==> config.mk <==
export PLATFORM = sky130hd
export DESIGN_NAME = param_processor
export DESIGN_NICKNAME = d
export VERILOG_FILES = /design/src/rtl/param_processor.sv
export SDC_FILE = /design/constraint.sdc
export NUM_CORES = 1
export LEC_CHECK = 0
export ABC_AREA = 1
export BUFFER_PORTS_ARGS = -buffer_cell sky130_fd_sc_hd__buf_2
export CAP_MARGIN = 20
export CORE_UTILIZATION = 45
export DETAILED_ROUTE_END_ITERATION = 10
export PLACE_DENSITY = 0.74
export SETUP_SLACK_MARGIN = 0.15
export SKIP_CTS_REPAIR_TIMING = 1
export SYNTH_ARGS = -nofsm -noshare
export SYNTH_HDL_FRONTEND = slang
export SYNTH_SLANG_ARGS = --single-unit
export TNS_END_PERCENT = 100
==> constraint.sdc <==
create_clock -name clk -period 1.8 [get_ports clk]
set_input_delay 0.18 -clock clk [delete_from_list [all_inputs] [get_ports clk]]
set_output_delay 0.18 -clock clk [all_outputs]
set_load 0.02 [all_outputs]
==> src/rtl/param_processor.sv <==
// ---------------------------------------------------------------------------
// param_processor
//   Parametrised multi-cycle register-file processor. Each accepted operation
//   walks IDLE -> READ -> EXEC -> WB: capture the instruction, latch both
//   source operands, compute the ALU value and flags, then write back.
//
// Ports
//   clk, reset          clock, synchronous active-high reset
//   start               request an operation (sampled only in IDLE)
//   opcode, rd, rs1,
//   rs2, imm            instruction fields, captured with start
//   dbg_addr / dbg_data combinational register-file read port
//   busy                high while READ, EXEC or WB is in progress
//   done                one-cycle pulse when an operation completes
//   result              value of the last completed operation
//   flag_carry/zero/
//   negative, invalid   status of the last completed operation
// ---------------------------------------------------------------------------
module param_processor #(
    parameter int unsigned WIDTH  = 4,
    parameter int unsigned ADDR_W = 2
) (
    input  logic              clk,
    input  logic              reset,
    input  logic              start,
    input  logic [2:0]        opcode,
    input  logic [ADDR_W-1:0] rd,
    input  logic [ADDR_W-1:0] rs1,
    input  logic [ADDR_W-1:0] rs2,
    input  logic [WIDTH-1:0]  imm,
    input  logic [ADDR_W-1:0] dbg_addr,
    output logic [WIDTH-1:0]  dbg_data,
    output logic              busy,
    output logic              done,
    output logic [WIDTH-1:0]  result,
    output logic              flag_carry,
    output logic              flag_zero,
    output logic              flag_negative,
    output logic              invalid
);

    localparam int unsigned NREGS = 1 << ADDR_W;

    localparam logic [2:0] OP_ADD = 3'b000;
    localparam logic [2:0] OP_SUB = 3'b001;
    localparam logic [2:0] OP_AND = 3'b010;
    localparam logic [2:0] OP_OR  = 3'b011;
    localparam logic [2:0] OP_LDI = 3'b100;
    localparam logic [2:0] OP_MOV = 3'b101;

    typedef enum logic [1:0] {
        S_IDLE = 2'd0,
        S_READ = 2'd1,
        S_EXEC = 2'd2,
        S_WB   = 2'd3
    } state_t;

    state_t state_q;

    // Register file
    logic [WIDTH-1:0]  rf_q [NREGS];

    // Captured instruction
    logic [2:0]        op_q;
    logic [ADDR_W-1:0] rd_q;
    logic [ADDR_W-1:0] rs1_q;
    logic [ADDR_W-1:0] rs2_q;
    logic [WIDTH-1:0]  imm_q;

    // Operands latched in READ
    logic [WIDTH-1:0]  opa_q;
    logic [WIDTH-1:0]  opb_q;

    // EXEC -> WB pipeline registers
    logic [WIDTH-1:0]  ex_val_q;
    logic              ex_carry_q;
    logic              ex_zero_q;
    logic              ex_neg_q;
    logic              ex_we_q;
    logic              ex_inv_q;

    // Architectural outputs
    logic [WIDTH-1:0]  result_q;
    logic              carry_q;
    logic              zero_q;
    logic              neg_q;
    logic              invalid_q;
    logic              busy_q;
    logic              done_q;

    // ALU next values, consumed at the EXEC edge
    logic [WIDTH:0]    sum_w;
    logic [WIDTH:0]    diff_w;
    logic [WIDTH-1:0]  alu_val_d;
    logic              alu_carry_d;
    logic              alu_zero_d;
    logic              alu_neg_d;
    logic              alu_we_d;
    logic              alu_inv_d;

    // ALU: one extra bit on add/sub exposes carry-out and unsigned borrow
    always_comb begin
        sum_w       = {1'b0, opa_q} + {1'b0, opb_q};
        diff_w      = {1'b0, opa_q} - {1'b0, opb_q};
        alu_val_d   = '0;
        alu_carry_d = 1'b0;
        alu_we_d    = 1'b1;
        alu_inv_d   = 1'b0;
        case (op_q)
            OP_ADD: begin
                alu_val_d   = sum_w[WIDTH-1:0];
                alu_carry_d = sum_w[WIDTH];
            end
            OP_SUB: begin
                alu_val_d   = diff_w[WIDTH-1:0];
                alu_carry_d = diff_w[WIDTH];
            end
            OP_AND:  alu_val_d = opa_q & opb_q;
            OP_OR:   alu_val_d = opa_q | opb_q;
            OP_LDI:  alu_val_d = imm_q;
            OP_MOV:  alu_val_d = opa_q;
            default: begin
                alu_we_d  = 1'b0;
                alu_inv_d = 1'b1;
            end
        endcase
        // Invalid opcodes report all flags clear, including zero
        alu_zero_d = ~alu_inv_d & (alu_val_d == '0);
        alu_neg_d  = alu_val_d[WIDTH-1];
    end

    // Sequencer, register file and registered outputs
    always_ff @(posedge clk) begin
        if (reset) begin
            state_q    <= S_IDLE;
            rf_q       <= '{default: '0};
            op_q       <= '0;
            rd_q       <= '0;
            rs1_q      <= '0;
            rs2_q      <= '0;
            imm_q      <= '0;
            opa_q      <= '0;
            opb_q      <= '0;
            ex_val_q   <= '0;
            ex_carry_q <= 1'b0;
            ex_zero_q  <= 1'b0;
            ex_neg_q   <= 1'b0;
            ex_we_q    <= 1'b0;
            ex_inv_q   <= 1'b0;
            result_q   <= '0;
            carry_q    <= 1'b0;
            zero_q     <= 1'b0;
            neg_q      <= 1'b0;
            invalid_q  <= 1'b0;
            busy_q     <= 1'b0;
            done_q     <= 1'b0;
        end else begin
            done_q <= 1'b0;
            case (state_q)
                S_IDLE: begin
                    if (start) begin
                        op_q    <= opcode;
                        rd_q    <= rd;
                        rs1_q   <= rs1;
                        rs2_q   <= rs2;
                        imm_q   <= imm;
                        busy_q  <= 1'b1;
                        state_q <= S_READ;
                    end
                end
                S_READ: begin
                    // Operands are frozen here, so rd == rs1/rs2 uses old values
                    opa_q   <= rf_q[rs1_q];
                    opb_q   <= rf_q[rs2_q];
                    state_q <= S_EXEC;
                end
                S_EXEC: begin
                    ex_val_q   <= alu_val_d;
                    ex_carry_q <= alu_carry_d;
                    ex_zero_q  <= alu_zero_d;
                    ex_neg_q   <= alu_neg_d;
                    ex_we_q    <= alu_we_d;
                    ex_inv_q   <= alu_inv_d;
                    state_q    <= S_WB;
                end
                S_WB: begin
                    if (ex_we_q) begin
                        rf_q[rd_q] <= ex_val_q;
                    end
                    result_q  <= ex_val_q;
                    carry_q   <= ex_carry_q;
                    zero_q    <= ex_zero_q;
                    neg_q     <= ex_neg_q;
                    invalid_q <= ex_inv_q;
                    done_q    <= 1'b1;
                    busy_q    <= 1'b0;
                    state_q   <= S_IDLE;
                end
                default: state_q <= S_IDLE;
            endcase
        end
    end

    assign dbg_data      = rf_q[dbg_addr];
    assign busy          = busy_q;
    assign done          = done_q;
    assign result        = result_q;
    assign flag_carry    = carry_q;
    assign flag_zero     = zero_q;
    assign flag_negative = neg_q;
    assign invalid       = invalid_q;

endmodule

### Word level (Yosys, flattened, before mapping)

Index checks and enable logic that the tools add are counted.

* flip-flop bits (word level): 58
* bits of input ports: 18
* output and inout bits: 14
* word-level logic and storage cells: 78

* add/subtract/negate cells: 2
* $lt $le $gt $ge: 5
* equal/unequal tests: 9
* muxes and demuxes: 21
* bitwise gates (word level): 7
* reductions and logical operators: 9

Operator list (number)
* $mux 4: 7
* $bmux 4 s2: 3
* $pmux 4 s6: 1
* $bwmux 16: 1
* $ge 3x3->1 const B: 4
* $not 2->3: 4
* $demux 4 s2: 1
* $pmux 2 s4: 1
* $eq 3x2->1 const B: 2
* $eq 3x3->1 const B: 2
* $reduce_and 2->1: 3
* $reduce_or 6->1: 1
* $add 4x4->5: 1
* $sub 4x4->5: 1
* $and 4x4->4: 1
* $eq 2x2->1 const B: 2
* $logic_not 4->1: 1
* $mux 1: 4
* $or 4x4->4: 1
* $pmux 1 s2: 2
* $eq 3x1->1 const B: 1
* $logic_not 3->1: 1
* $lt 3x1->1 const B: 1
* $eq 2x1->1 const B: 1
* other kinds (6): 6

### Logic depth before layout (Yosys ltp)

Gate-level depths: netlist of run 1.

* depth after elaboration: 6
* mapped depth: 13
* mapped depth without buffers: 13

### Worst setup path before layout of run 1

OpenSTA, ideal clock, no wires.

* path type: reg-to-reg
* start point: register opa_q[0]
* end point: register ex_zero_q
* library setup time: 0.070 ns
* arrival time: 1.573 ns
* required time: 1.730 ns
* setup slack: 0.157 ns
* stages on the path, launching flop included: 12
* buffers on the path: 0
* clock period less this slack: 1.643 ns
* cell sequence: dfxtp_1 -> inv_1 -> ha_1 -> inv_1 -> fa_1 -> nand3_1 -> nand2_1 -> nor2_1 -> nand2_1 -> nor2_1 -> nand3_1 -> a21oi_1

* longest elaborated chain between the ends: 4
* elaborated cells on any way between the ends: 7
* those cells by class: 2 x add/sub; 1 x mux; 3 x bitwise; 1 x reduce/logical

RTL lines
* start: declaration: line 71 `logic [WIDTH-1:0] opa_q;`
* start signal: assignment: line 173 `opa_q <= rf_q[rs1_q];`
* $sub 4x4->5, or another cell as far along: line 104 `diff_w = {1'b0, opa_q} - {1'b0, opb_q};`
* $pmux 4 s6 (*): line 109 `case (op_q)`
* $logic_not 4->1 (*): line 128 `alu_zero_d = ~alu_inv_d & (alu_val_d == '0);`
* $and 1x1->1 (*): line 128
* end signal: assignment: line 180 `ex_zero_q <= alu_zero_d;`
* end: declaration: line 77 `logic ex_zero_q;`

Mark *: on every way between the ends. The rest lies on a longest branch, timed or not.
A chain may end at the register's enable or synchronous reset.

### Final worst setup path of run 1

Same ends and word-level chain as after synthesis.

==> flow_summary.yaml, run 1 <==
floorplan:
  die_area_sq_um: 6900
  initial_core_util: 0.466
  rows: 29
  die_x_um: 83.1
  io_pins: 32
  fp.dieH_um: 83.1
  coreArea_sq_um: 6350
run_status:
  status: "finished, final reports clean"
power:
  power_density_nw_per_um2: 1410
  clkPwrFrac: 0.151
  p_int_mw: 2.68
  combPwrFrac: 0.447
  leakage_nw: 1.63
  p_seq_frac: 0.402
  p_sw_mw: 2.09
  switching_share: 0.438
  peakVddDrop_mv: 0.743
route:
  first_pass_iters: 4
  vias: 2824
  drcViolationCount: 0
  wirelength_mm: 7.07
  routedWlPerCell_um: 13.0
  vias_per_cell: 5.19
  drt_iter0_drc: 161
  ant_nets: 0
finish:
  final_area_sq_um: 3380
  drive_gt1_frac: 0.163
  finalNetCount: 502
  fin_cells: 544
  diodes: 0
  area.growth.synth_to_final_pct: 14.3
  final_cell_mix: "o21ai_0 (80), nor2_1 (80), inv_1 (58)"
worst_hold_path:
  hp-class: "primary input to flop"
clock_network:
  worstSkewPairLatency_ns: 0.31
  cts-root-buf: "clkbuf_8"
  clk_path_buf_depth: 2
  path_clk_slew_ns: 0.11
  cts.sink_count: 56
  cts_buffers: 5
  htree_levels: 2
  cts_tree: "yes"
critical_path:
  worst_ep_required_time_ns: 2.04
  path_max_fanout: 3
  worstPathArrival_ns: 2.03
  crit_path_start_kind: "flop"
  crit_type: "flop to flop"
  endpoint_kind: "flop"
timing:
  post-route-min-period_ns: 1.79
  tightest_slew_ns: 0.951
  min_period_over_period: 0.997
  rsz0062_at_grt: "true"
  tns_ns: 0
  slew_headroom: 0.365
  finalHoldViolCount: 0
  finalClockSkew_ns: 0.0109
  fmax_mhz: 557
  finalWorstSetupSlack_ns: 0.00571
  setup-violations-final: 0
  whs_ns: 0.113
  slew_violations: 0
synth:
  ys_ff_latch: 56
  ys_seq_area_frac: 0.379
  synth.avg_cell_area_sq_um: 6.80
  synth-warning-count: 0
  syn_inst: 435
  synth_nets: 471
  synthDistinctLibCells: 22
  syn_area_sq_um: 2960
placement:
  place_area_sq_um: 3180
  io_buffers: 31
  routabilityCongestion: 0.875
  hpwl_mm: 5.21
  dp.cells: 532
  dpl_worst_slack_ns: 0.0110
global_route:
  grt_overflow: 0
  grt_max_degree: 42
  antenna_found_initial: 0
  grt_pass1_vias: 2456
  grt_usage: 0.207
  grt_pass1_wl_mm: 11.7
job:
  drv_cap: 0
==> state kept, by name, summed over array words and instances, names as in the netlist <==
name        count
opb_q           4
result          4
op_q            3
state_q         2
imm_q           4
rd_q            2
ex_carry_q      1
rs1_q           2
ex_inv_q        1
ex_we_q         1
busy            1
flag_carry      1
opa_q           4
rf_q           16
ex_zero_q       1
rs2_q           2
done            1
invalid         1
ex_val_q        4
flag_zero       1
==> metal layers <==
metal	global-route usage	up-vias	wire [um]
met5	0	-	0
met1	0.292	1274	3430
met4	0.0502	0	67
li1	-	1470	-
met3	0.0278	7	282
met2	0.335	73	3300
==> stage by stage <==
stage | power [mW] | utilization
2_1_floorplan | 3.27 | -
3_3_place_gp | 3.76 | 0.501
3_5_place_dp | 3.79 | 0.501
4_1_cts | 4.51 | 0.515
5_1_grt | 5.21 | 0.533
6_report | 4.77 | 0.533
==> synth_stat cells (all sizes together) <==
master | instances | area (sq um)
a21oi | 48 | 240
a221oi | 1 | 8.76
buf | 3 | 23.8
clkbuf | 15 | 57.6
clkinv | 1 | 3.75
dfxtp | 56 | 1120
fa | 2 | 40.0
ha | 16 | 200
inv | 63 | 236
nand2 | 41 | 154
nand3 | 11 | 55.1
nand4 | 7 | 43.8
nor2 | 82 | 308
nor3 | 4 | 30.0
o211ai | 2 | 15.0
o21ai | 82 | 410
o221a | 1 | 11.3
==> final cells by class <==
class / instances / area [sq um]
clock buffer: 6 / 72.6
clock inverter: 2 / 17.5
fill: 588 / 2970
inverter: 64 / 240
multi-input combinational: 297 / 1580
sequential: 56 / 1130
tap: 77 / 96.3
timing repair buffer: 42 / 245
==> critical path, stage by stage (launching register included) <==
cell and delay, ns:
dfxtp_2 0.37, inv_2 0.06, ha_4 0.15, inv_2 0.06, fa_2 0.44, nand3_2 0.08
nand2_1 0.05, nor2_1 0.09, nand2_1 0.09, nor2_1 0.11, nand3_1 0.08, a21oi_1 0.15
==> path summary, 6_finish.rpt <==
check,endpoint,slack [ns],depth (start not counted),from
worst max-delay path,ex_zero_q,0.006,11,opa_q[0]
worst min-delay path,rs1_q[1],0.11,3,rs1[1]
worst max register to register,ex_zero_q,0.006,11,opa_q[0]
worst min register to register,imm_q[0],0.47,2,imm_q[0]
==> cell families after synthesis <==
family | count (synthesis) | synth area share
buf+inv | 82 | 0.109
fa+ha+maj | 18 | 0.0812
compound gates | 134 | 0.232
flops | 56 | 0.379
simple gates | 145 | 0.200
==> power groups by stage <==
stage / combinational (mW) / sequential, mW / clock [mW]
2_1_floorplan: 1.45 / 1.82 / 0
3_3_place_gp: 1.86 / 1.90 / 0
3_5_place_dp: 1.88 / 1.91 / 0
4_1_cts: 1.89 / 1.88 / 0.734
5_1_grt: 2.46 / 1.97 / 0.782
6_report: 2.13 / 1.92 / 0.722
Power figures use the tool's default switching activity.
==> run 2: changes to the inputs <==
- CORE_MARGIN: not set -> 2
==> flow_summary.yaml, run 2 (synthesized netlist as in run 1, its figures left out) <==
global_route:
  grt_pass1_wl_mm: 12.0
  grt_overflow: 0
  grt_usage: 0.201
  grt_pass1_vias: 2579
  antenna_found_initial: 0
  grt_max_degree: 28
finish:
  drive_gt1_frac: 0.148
  finalNetCount: 500
  final_common_cell: "o21ai_0"
  final_cell_mix: "o21ai_0 (81), nor2_1 (80), inv_1 (59)"
  largest_register_ff_count: 16
  diodes: 0
  fin_util: 0.526
  area.growth.synth_to_final_pct: 12.9
  regMostFlops: "rf_q"
timing:
  tightest_slew_ns: 0.427
  rsz0062_at_grt: "true"
  min_period_over_period: 1.03
  finalHoldViolCount: 0
  post-route-min-period_ns: 1.86
  slew_violations: 0
  finalWorstSetupSlack_ns: -0.0557
  fmax_mhz: 539
  setup-violations-final: 1
  finalClockSkew_ns: 0.00810
  slew_headroom: 0.715
clock_network:
  worstSkewPairLatency_ns: 0.30
  cts_tree: "yes"
  clk_path_buf_depth: 2
  cts_buffers: 5
  path_clk_slew_ns: 0.11
  htree_levels: 2
  cts.sink_count: 56
  cts-root-buf: "clkbuf_8"
job:
  drv_cap: 0
placement:
  routabilityCongestion: 0.906
  io_buffers: 31
  dpl_worst_slack_ns: 0.0279
  hpwl_mm: 5.28
critical_path:
  cp.depth: 13
  startpoint: "opa_q[0]"
  r2r_setup_slack_ns: -0.06
  crit_path_start_kind: "flop"
  cp_top_family: "simple AND/OR/NAND/NOR gates"
  crit_buf_inv: 3
  worstPathArrival_ns: 2.05
  endpoint_kind: "flop"
  rr_worst_depth: 13
  path_cells: "inv_2 > ha_4 > inv_2 > fa_2 > buf_4 > nand2_1 > nand2_1 > nor2_1 > nor2_1 > nand2_1 > nor2_1 > nand3_1 > a21oi_1"
  worstReg2RegEnd: "ex_zero_q"
  slowest_stage: "fa_2"
  crit_type: "flop to flop"
  path_max_fanout: 3
  critical_path.endpoint: "ex_zero_q"
  r2r-start: "opa_q[0]"
  max_stage_delay_ns: 0.39
  worst_ep_required_time_ns: 1.99
floorplan:
  rows: 29
  fp.dieH_um: 85.1
  coreArea_sq_um: 6350
  die_area_sq_um: 7240
  die_x_um: 85.1
  initial_core_util: 0.466
  io_pins: 32
route:
  routedWlPerCell_um: 13.0
  vias_per_cell: 5.27
  wirelength_mm: 7.07
  drt_iter0_drc: 261
  drcViolationCount: 0
  vias: 2858
  first_pass_iters: 5
  ant_nets: 0
run_status:
  status: "finished, violations left"
  violations: "negative setup slack"
power:
  power_density_nw_per_um2: 1400
  leakage_nw: 1.61
  peakVddDrop_mv: 0.903
worst_hold_path:
  hp-class: "primary input to flop"
## run 2: area by class of cell
type | count | area (sq um)
clock buffers | 5 | 68.8
clock inverters | 3 | 25.0
fillers | 584 | 3010
inverters | 64 | 240
multi-input cells | 297 | 1560
flip-flops and latches | 56 | 1130
well taps | 77 | 96.3
repair buffers | 40 | 223
## run 2: how the worst min path moves through the flow
stage	endpoint	from	depth (start not counted)
after floorplan	imm_q[1]	imm[1]	2
after detailed placement	rs2_q[1]	rs2[1]	3
after CTS	rs2_q[1]	rs2[1]	3
final	imm_q[3]	imm[3]	3
after global placement	imm_q[2]	imm[2]	3
after global routing	rs1_q[1]	rs1[1]	3
## run 2: per-layer routing
layer / part of all wire / wire (um) / GRT usage / up-vias
met5: 0 / 0 / 0 / -
met4: 0.014 / 96 / 0.0491 / 0
met3: 0.048 / 336 / 0.0233 / 7
met2: 0.47 / 3290 / 0.335 / 81
met1: 0.47 / 3350 / 0.279 / 1303
li1: - / - / - / 1467
## run 2: stage by stage
stage	instance area (sq um)	cells	TNS [ns]	total power, mW	hold slack, ns
CTS	3280	541	-0.0352	4.56	0.116
floorplan	2960	435	0	3.27	0.347
global route	3340	542	-0.229	5.13	0.144
finish	3340	542	-0.0557	4.69	0.126
detailed placement	3190	533	0	3.81	0.444
global placement	3190	533	0	3.77	0.429
## run 2: where the power goes
group          internal, mW  total [mW]  switching (mW)
combinational         0.767        2.05            1.28
clock                 0.288       0.721           0.433
sequential             1.56        1.92           0.366
total                  2.61        4.69            2.08
## run 2: worst reg2reg max path: cells and delay by family, from the launching register on
family | cells | cell delay, ns
compound gates | 1 | 0.07
buf+inv | 3 | 0.26
flops | 1 | 0.35
simple gates | 7 | 0.56
fa+ha+maj | 2 | 0.51
